$ cat config.mk
export PLATFORM = sky130hd
export DESIGN_NAME = timer_irq_arbiter_flat
export DESIGN_NICKNAME = d
export VERILOG_FILES = /design/src/rtl/timer_irq_arbiter_if.sv /design/src/rtl/timer_irq_arbiter.sv /design/src/flat_wrapper.sv
export SDC_FILE = /design/constraint.sdc
export NUM_CORES = 1
export LEC_CHECK = 0
export CORE_MARGIN = 4
export CORE_UTILIZATION = 39
export CTS_CLUSTER_DIAMETER = 150
export CTS_CLUSTER_SIZE = 25
export DETAILED_ROUTE_END_ITERATION = 10
export PLACE_DENSITY_LB_ADDON = 0.2
export SETUP_SLACK_MARGIN = 0.02
export SLEW_MARGIN = 25
export SYNTH_ARGS = -nofsm -noshare
export SYNTH_HDL_FRONTEND = slang
export SYNTH_SLANG_ARGS = --single-unit
$ cat constraint.sdc
create_clock -name clk -period 1.6 [get_ports clk]
set_input_delay 0.32 -clock clk [delete_from_list [all_inputs] [get_ports clk]]
set_output_delay 0.32 -clock clk [all_outputs]
set_load 0.02 [all_outputs]
$ cat src/rtl/timer_irq_arbiter_if.sv
// Timer-to-interrupt-controller bundle: match/clear inputs from the timer side, irq handshake to the CPU side.
// The master modport drives events, clears and acknowledges; the slave modport is the arbiter.
interface timer_irq_arbiter_if #(
    parameter int NCH   = 4,
    parameter int VEC_W = 2
);
    logic [NCH-1:0]   match_evt;
    logic [NCH-1:0]   ch_en;
    logic             clr_wr;
    logic [NCH-1:0]   clr_mask;
    logic             irq_ack;
    logic             irq;
    logic [VEC_W-1:0] irq_vec;
    logic [NCH-1:0]   pending;
    logic [NCH-1:0]   overrun;

    modport master (
        output match_evt, ch_en, clr_wr, clr_mask, irq_ack,
        input  irq, irq_vec, pending, overrun
    );

    modport slave (
        input  match_evt, ch_en, clr_wr, clr_mask, irq_ack,
        output irq, irq_vec, pending, overrun
    );
endinterface

$ cat src/rtl/timer_irq_arbiter.sv
// Shares one timer interrupt line between NCH match channels with latched pending/overrun flags.
// Round-robin by default; define TIMER_IRQ_FIXED_PRIO_EN for fixed priority (lowest index wins).
module timer_irq_arbiter #(
    parameter int NCH   = 4,
    parameter int VEC_W = 2
) (
    input  logic               clk,
    input  logic               reset,
    timer_irq_arbiter_if.slave bus
);
    typedef enum logic [1:0] {IDLE, ASSERT, GAP} state_t;

    state_t           state_reg, state_next;
    logic             irq_reg, irq_next;
    logic [VEC_W-1:0] irq_vec_reg, irq_vec_next;
    logic [NCH-1:0]   pending_reg, pending_next;
    logic [NCH-1:0]   overrun_reg, overrun_next;
    logic [NCH-1:0]   set_evt, sw_clr, ack_clr, eligible;
    logic             ack_hit, abort_hit, srv_done;
    logic [VEC_W-1:0] grant_idx;
`ifndef TIMER_IRQ_FIXED_PRIO_EN
    logic [VEC_W-1:0] rr_ptr_reg, rr_ptr_next;
    logic [VEC_W-1:0] vec_inc;
`endif

    // Scans start, start+1, ... mod NCH; iterating downwards lets the nearest hit overwrite later ones.
    function automatic logic [VEC_W-1:0] pick_first(input logic [NCH-1:0]   elig,
                                                    input logic [VEC_W-1:0] start);
        logic [VEC_W-1:0] res;
        int               idx;
        res = '0;
        for (int k = NCH - 1; k >= 0; k--) begin
            idx = (int'(start) + k) % NCH;
            if (elig[idx[VEC_W-1:0]]) res = idx[VEC_W-1:0];
        end
        return res;
    endfunction

    assign set_evt   = bus.match_evt & bus.ch_en;
    assign sw_clr    = bus.clr_wr ? bus.clr_mask : '0;
    assign eligible  = pending_reg & bus.ch_en;
    assign ack_hit   = (state_reg == ASSERT) && bus.irq_ack;
    assign abort_hit = (state_reg == ASSERT) && sw_clr[irq_vec_reg];
    assign srv_done  = ack_hit || abort_hit;

    generate
        for (genvar gi = 0; gi < NCH; gi++) begin : g_ch
            assign ack_clr[gi] = ack_hit && (irq_vec_reg == VEC_W'(gi));
            // A coincident match re-arms pending; a software clear also suppresses that cycle's overrun.
            assign pending_next[gi] = set_evt[gi] | (pending_reg[gi] & ~sw_clr[gi] & ~ack_clr[gi]);
            assign overrun_next[gi] = ~sw_clr[gi] & (overrun_reg[gi] | (set_evt[gi] & pending_reg[gi]));
        end
    endgenerate

`ifdef TIMER_IRQ_FIXED_PRIO_EN
    assign grant_idx = pick_first(eligible, '0);
`else
    assign grant_idx = pick_first(eligible, rr_ptr_reg);
    assign vec_inc   = (irq_vec_reg == VEC_W'(NCH - 1)) ? '0 : irq_vec_reg + VEC_W'(1);
`endif

    always_comb begin
        state_next   = state_reg;
        irq_next     = irq_reg;
        irq_vec_next = irq_vec_reg;
`ifndef TIMER_IRQ_FIXED_PRIO_EN
        rr_ptr_next  = rr_ptr_reg;
`endif
        case (state_reg)
            IDLE: begin
                if (|eligible) begin
                    irq_next     = 1'b1;
                    irq_vec_next = grant_idx;
                    state_next   = ASSERT;
                end
            end
            ASSERT: begin
                // Ack, clear-abort, or both together all retire the current request identically.
                if (srv_done) begin
                    irq_next    = 1'b0;
                    state_next  = GAP;
`ifndef TIMER_IRQ_FIXED_PRIO_EN
                    rr_ptr_next = vec_inc;
`endif
                end
            end
            GAP:     state_next = IDLE;
            default: state_next = IDLE;
        endcase
    end

    always_ff @(posedge clk or posedge reset) begin
        if (reset) begin
            state_reg   <= IDLE;
            irq_reg     <= 1'b0;
            irq_vec_reg <= '0;
            pending_reg <= '0;
            overrun_reg <= '0;
`ifndef TIMER_IRQ_FIXED_PRIO_EN
            rr_ptr_reg  <= '0;
`endif
        end else begin
            state_reg   <= state_next;
            irq_reg     <= irq_next;
            irq_vec_reg <= irq_vec_next;
            pending_reg <= pending_next;
            overrun_reg <= overrun_next;
`ifndef TIMER_IRQ_FIXED_PRIO_EN
            rr_ptr_reg  <= rr_ptr_next;
`endif
        end
    end

    assign bus.irq     = irq_reg;
    assign bus.irq_vec = irq_vec_reg;
    assign bus.pending = pending_reg;
    assign bus.overrun = overrun_reg;
endmodule
$ cat src/flat_wrapper.sv
// flat-port wrapper written by rule: the top's interface ports become plain ports
module timer_irq_arbiter_flat 
#(
    parameter int NCH   = 4,
    parameter int VEC_W = 2
)
  (clk, reset, bus_match_evt, bus_ch_en, bus_clr_wr, bus_clr_mask, bus_irq_ack, bus_irq, bus_irq_vec, bus_pending, bus_overrun);
  timer_irq_arbiter_if #(.NCH(NCH), .VEC_W(VEC_W)) bus_i ();
  input  logic clk;
  input  logic reset;
  input wire logic [$bits(bus_i.match_evt)-1:0] bus_match_evt;
  input wire logic [$bits(bus_i.ch_en)-1:0] bus_ch_en;
  input wire logic [$bits(bus_i.clr_wr)-1:0] bus_clr_wr;
  input wire logic [$bits(bus_i.clr_mask)-1:0] bus_clr_mask;
  input wire logic [$bits(bus_i.irq_ack)-1:0] bus_irq_ack;
  output wire logic [$bits(bus_i.irq)-1:0] bus_irq;
  output wire logic [$bits(bus_i.irq_vec)-1:0] bus_irq_vec;
  output wire logic [$bits(bus_i.pending)-1:0] bus_pending;
  output wire logic [$bits(bus_i.overrun)-1:0] bus_overrun;
  assign bus_i.match_evt = bus_match_evt;
  assign bus_i.ch_en = bus_ch_en;
  assign bus_i.clr_wr = bus_clr_wr;
  assign bus_i.clr_mask = bus_clr_mask;
  assign bus_i.irq_ack = bus_irq_ack;
  assign bus_irq = bus_i.irq;
  assign bus_irq_vec = bus_i.irq_vec;
  assign bus_pending = bus_i.pending;
  assign bus_overrun = bus_i.overrun;
  timer_irq_arbiter #(.NCH(NCH), .VEC_W(VEC_W)) u_core (.clk(clk), .reset(reset), .bus(bus_i));
endmodule
==> results.py, run 1 <==
metrics = {
    "placement": {
        "dpl-instance-area_um2": 1150,
        "portBuffers": 26,
        "dp_hpwl_mm": 1.69,
        "gp_congestion": 0.750,
        "post-place-ws_ps": -323,
        "post-place-cells": 136,
    },
    "power": {
        "power.net_switching_uw": 606,
        "seqPwrFrac_pct": 40.3,
        "power_leakage_uw": 0.000538,
        "power.density_nw_per_um2": 1320,
        "power_uw": 1540,
        "irDropWorstVdd_mv": 1.02,
        "p_int_uw": 934,
        "clkPwrFrac_pct": 14.4,
        "switching_share_pct": 39.4,
        "pwr-share-comb_pct": 45.3,
    },
    "cts": {
        "cts-htree-levels": 1,
        "worstSkewPairLatency_ps": 290,
        "cts_buffer_depth": 2,
        "cts_tree": "yes",
        "clk_pin_slew_ps": 100,
        "numCtsBuffers": 3,
        "cts_sinks": 15,
        "cts_root_buffer": "clkbuf_4",
        "cts.hold.buffers_added": 0,
    },
    "grt": {
        "track_usage_pct": 18.0,
        "grt_pass1_vias": 711,
        "grt_pass1_wl_mm": 3.43,
        "grt_antenna_before_repair": 0,
        "grt_overflow": 0,
        "grt_max_degree": 11,
    },
    "cells_and_area": {
        "diodes": 0,
        "instances_no_fill": 141,
        "design_area_um2": 1170,
        "fillers": 172,
        "syn_to_final_growth_pct": 51.3,
        "nets": 137,
        "drive_above_1_share_pct": 19.0,
    },
    "sta": {
        "setup_ws_ps": 28.9,
        "final_hold_viol_count": 0,
        "timing.fmax_mhz": 637,
        "maxSlewViolCount": 0,
        "fin_crit_sh_pct": 98.2,
        "max_slew_margin_pct": 81.4,
        "setup_viol": 0,
        "skew_ps": 8.57,
        "grt_setup_unrepaired": "yes",
        "period_needed_ps": 1570,
        "worst_pin_slew_ps": 275,
    },
    "routing": {
        "avgViaCountPerCell": 5.21,
        "via_count": 735,
        "routedWlPerCell_um": 14.9,
        "drc": 0,
        "postRouteAntennaNets": 0,
        "drt-total-wl_mm": 2.11,
        "drt_first_pass_iters": 4,
        "drtIter0Drc": 13,
    },
    "critical_path": {
        "r2r-start": "u_core.bus.irq_vec[0]",
        "crit_family": "multiplexers",
        "critical_path_class": "flop to flop",
        "required_ps": 1790,
        "crit_arrival_ps": 1760,
        "crit_buf_inv": 0,
        "cp_cell_sequence": "mux4_2, a21oi_4, nor2_2, mux2_4",
        "worst_path_max_delay_cell": "mux4_2",
        "cp_max_fo": 3,
        "slowest_delay_ps": 550,
        "startpoint": "u_core.bus.irq_vec[0]",
        "cp-end-kind": "flop",
        "cp-start-kind": "flop",
    },
    "yosys": {
        "syn-num-nets": 94,
        "ys_seq_elements": 15,
        "synth_area_um2": 771,
        "ys_types": 25,
        "avgSynthCellArea_um2": 10.4,
        "ys_seq_area_share_pct": 48.7,
        "syn_inst": 74,
        "ys_warn_count": 0,
    },
    "run_status": {
        "status": "complete, no violations",
    },
    "die": {
        "fp.coreArea_um2": 1800,
        "dieHeight_um": 52.5,
        "ios": 27,
        "start_util_pct": 42.8,
        "die_area_um2": 2750,
        "row_count": 15,
        "die_w_um": 52.5,
    },
    "min_path": {
        "hold_path.class": "primary input to async pin",
    },
    "run": {
        "maxCapViolCount": 0,
    },
}
-- placed cells by master (no fill, tap or decap), types with 2 or more instances in the layout --
master / synthesis / final
a31oi_1: 3 / 3
dfrtp_1: 15 / 14
clkbuf_4: 0 / 3
o21ai_0: 3 / 3
clkdlybuf4s50_1: 0 / 11
inv_1: 4 / 4
a21oi_1: 7 / 7
nor2_1: 2 / 2
nand2_1: 15 / 15
buf_4: 0 / 13
dlygate4sd2_1: 0 / 15
ha_1: 4 / 4
a32o_1: 5 / 5
-- cell type report --
type	instances	area [um2]	area share [%]
clock buffer	3	22.5	1.93
multi-input combinational	54	377	32.3
tap	25	31.3	2.68
clock inverter	1	5.00	0.429
sequential	15	377	32.3
timing repair buffer	39	339	29.1
inverter	4	15.0	1.29
-- Yosys cell counts (all sizes together) --
library cell | n | area (um2)
and2 | 1 | 6.26
o31a | 1 | 8.76
o221ai | 1 | 8.76
inv | 4 | 15.0
a311o | 1 | 10.0
o41ai | 1 | 8.76
mux4 | 1 | 22.5
o31ai | 1 | 7.51
nand2b | 1 | 6.26
nor2 | 3 | 13.8
mux2 | 1 | 15.0
a2bb2oi | 1 | 8.76
a22oi | 1 | 7.51
nand2 | 15 | 56.3
a32o | 5 | 50.1
a31oi | 3 | 18.8
dfrtp | 15 | 375
o21ai | 4 | 20.0
a21oi | 8 | 51.3
o22ai | 1 | 6.26
ha | 4 | 50.1
clkbuf | 1 | 3.75
-- through the flow --
stage / TNS, ps / util, % / hold slack (ps)
floorplan: -53.4 / - / 221
global placement: -841 / 63.8 / 475
detailed placement: -956 / 63.8 / 496
CTS: 0 / 64.7 / 250
global route: -34.2 / 64.7 / 271
finish: 0 / 64.7 / 241
-- kinds of logic after synthesis --
logic type	share of synthesized area, %
compound gates	26.8
mux	4.87
fa+ha+maj	6.49
buf+inv	2.43
simple gates	10.7
flops	48.7
-- worst register-to-register path, stage by stage (launching register included) --
cell and delay, ps:
dfrtp_2 410, mux4_2 550, a21oi_4 160, nor2_2 60, mux2_4 290
-- layer usage --
metal / track usage (%) / up-vias / share of wire, %
met5: 0 / - / 0
met4: 10.2 / 0 / 2.5
met3: 4.27 / 4 / 6.7
met2: 27.7 / 27 / 46
met1: 22.7 / 341 / 45
li1: - / 363 / -
-- power groups by stage --
stage / combinational, uW / clock (uW) / sequential (uW)
detailed placement: 735 / 0 / 630
floorplan: 344 / 0 / 688
global placement: 726 / 0 / 623
global route: 771 / 247 / 643
CTS: 703 / 230 / 620
finish: 698 / 222 / 621
-- final timing paths --
path / cells after the start / to / slack [ps]
min in group clk: 2 / u_core.bus.overrun[0] / 360
max reg2reg: 4 / u_core.rr_ptr_reg[1] / 30
max: 4 / u_core.rr_ptr_reg[1] / 30
min: 2 / u_core.rr_ptr_reg[0] / 240
max in group asynchronous: 3 / u_core.bus.pending[2] / 960
min reg2reg: 2 / u_core.bus.irq / 510
-- repair_timing --
action / CTS / global route
endpoints found under the setup margin: 12 / 2
cloned: 0 / 0
hold endpoints to repair: 0 / 0
buffers inserted: 1 / 0
pin swaps: 1 / 1
resized for setup: 15 / 0
Note: power is estimated with default switching activity, not from simulation.
==> run 2: changes to the inputs <==
Settings changed: CAP_MARGIN from default to 20, CELL_PAD_IN_SITES_DETAIL_PLACEMENT from default to 1, CELL_PAD_IN_SITES_GLOBAL_PLACEMENT from default to 2, CORE_UTILIZATION 39 to 23, GPL_TIMING_DRIVEN from default to 0.
==> run 2 against run 1 <==
  * Clock-buffer cell count rose by 1
  * Critical path depth did not move
  * Critical path type unchanged
  * Flip-flop and latch count did not move
  * The run now ends with negative setup slack left
  * Sequential power fell by 1%
==> results.py, run 2 (synthesis results as in run 1) <==
metrics = {
    "run_status": {
        "status": "finished with violations",
        "violations": "negative setup slack",
    },
    "die": {
        "fp.coreArea_um2": 3130,
        "start_util_pct": 24.6,
        "die_w_um": 65.9,
        "dieHeight_um": 65.9,
        "die_area_um2": 4340,
        "row_count": 20,
        "ios": 27,
    },
    "critical_path": {
        "slowest_delay_ps": 560,
        "r2r-start": "u_core.bus.irq_vec[0]",
        "crit_arrival_ps": 1790,
        "cp_max_fo": 3,
        "critical_path_class": "flop to flop",
        "crit_family": "multiplexers",
        "required_ps": 1780,
        "r2r-end": "u_core.rr_ptr_reg[1]",
        "cp-end-kind": "flop",
        "worst_path_max_delay_cell": "mux4_2",
        "cp-start-kind": "flop",
        "r2r_cells": 4,
        "r2r_slack_ps": -10,
        "crit_buf_inv": 0,
        "cp_cell_sequence": "mux4_2, a21oi_4, nor2_2, mux2_4",
    },
    "routing": {
        "avgViaCountPerCell": 4.86,
        "drt-total-wl_mm": 2.30,
        "drc": 0,
        "drtIter0Drc": 31,
        "postRouteAntennaNets": 0,
        "routedWlPerCell_um": 15.3,
        "drt_first_pass_iters": 4,
        "via_count": 729,
    },
    "cells_and_area": {
        "drive_above_1_share_pct": 10.4,
        "final_common_cell": "nand2_1",
        "instances_no_fill": 150,
        "syn_to_final_growth_pct": 44.5,
        "nets": 127,
        "design_area_um2": 1110,
        "final_cell_mix": "15 x nand2_1, 14 x dlygate4sd2_1, 14 x dfrtp_1",
        "diodes": 0,
    },
    "cts": {
        "cts_tree": "yes",
        "worstSkewPairLatency_ps": 290,
        "cts_buffer_depth": 2,
        "cts_root_buffer": "clkbuf_4",
        "cts-htree-levels": 1,
        "numCtsBuffers": 3,
        "clk_pin_slew_ps": 100,
        "cts_sinks": 15,
    },
    "sta": {
        "maxSlewViolCount": 0,
        "grt_setup_unrepaired": "yes",
        "setup_ws_ps": -13.8,
        "worst_pin_slew_ps": 599,
        "setup_viol": 1,
        "final.setup.tns_ps": -13.8,
        "skew_ps": 5.59,
        "period_needed_ps": 1610,
        "timing.fmax_mhz": 620,
        "fin_crit_sh_pct": 101,
        "max_slew_margin_pct": 60.0,
        "final_hold_viol_count": 0,
    },
    "grt": {
        "grt_antenna_before_repair": 0,
        "grt_pass1_wl_mm": 3.90,
        "grt_util_met3_pct": 4.42,
        "track_usage_pct": 12.1,
        "busiest_layer": "met2",
        "grt_max_degree": 16,
        "grt_overflow": 0,
        "grt_pass1_vias": 786,
        "use_met1_pct": 14.7,
        "gr-usage-met2_pct": 19.5,
    },
    "power": {
        "pwr-share-comb_pct": 44.8,
        "seqPwrFrac_pct": 40.3,
        "p_int_uw": 918,
        "power.net_switching_uw": 603,
        "irDropWorstVdd_mv": 0.762,
        "clkPwrFrac_pct": 14.9,
        "power_uw": 1520,
        "switching_share_pct": 39.7,
        "power_leakage_uw": 0.000500,
        "power.density_nw_per_um2": 1370,
    },
    "run": {
        "maxCapViolCount": 0,
    },
    "placement": {
        "dp_hpwl_mm": 1.74,
        "post-place-cells": 143,
        "dpl-instance-area_um2": 1080,
        "post-place-ws_ps": -421,
        "portBuffers": 25,
        "gp_congestion": 0.710,
    },
    "min_path": {
        "hold_path.class": "primary input to async pin",
    },
}
run 2: stage by stage:
stage	util [%]	hold slack, ps
global placement	34.4	484
detailed placement	34.4	484
CTS	35.2	385
floorplan	-	221
global route	35.6	388
finish	35.6	388
run 2: how the worst max path moves through the flow:
stage / start / endpoint / slack, ps / cells past startpoint
2_1_floorplan: u_core.bus.irq_vec[0] / u_core.rr_ptr_reg[1] / -50 / 4
3_3_place_gp: bus_clr_mask[3] / u_core.rr_ptr_reg[1] / -430 / 5
3_5_place_dp: bus_clr_mask[3] / u_core.rr_ptr_reg[1] / -420 / 5
4_1_cts: u_core.bus.irq_vec[0] / u_core.rr_ptr_reg[1] / -40 / 4
5_1_grt: u_core.bus.irq_vec[0] / u_core.rr_ptr_reg[1] / -40 / 4
6_report: u_core.bus.irq_vec[0] / u_core.rr_ptr_reg[1] / -10 / 4
run 2: layer usage:
layer  part of all wire, %  vias up
met5                     0        -
met4                   1.1        0
met3                   6.1        4
met2                    47       17
met1                    46      360
li1                      -      348
run 2: timing repair:
action	in CTS	in global routing
endpoints found under the setup margin	11	4
hold buffers	0	0
pin swaps	1	2
gates resized for setup	14	2
buffers inserted	2	1
run 2: power groups by stage:
stage,clock (uW),combinational (uW),sequential (uW)
2_1_floorplan,0,344,688
3_3_place_gp,0,680,633
3_5_place_dp,0,689,636
4_1_cts,240,682,615
5_1_grt,254,761,638
6_report,227,682,613
run 2: area by class of cell:
cell class / count / area [um2]
buffer: 1 / 3.75
sequential: 15 / 377
multi-input combinational: 54 / 377
tap: 44 / 55.1
inverter: 4 / 15.0
fill: 377 / 2010
timing repair buffer: 28 / 260
clock buffer: 4 / 26.3
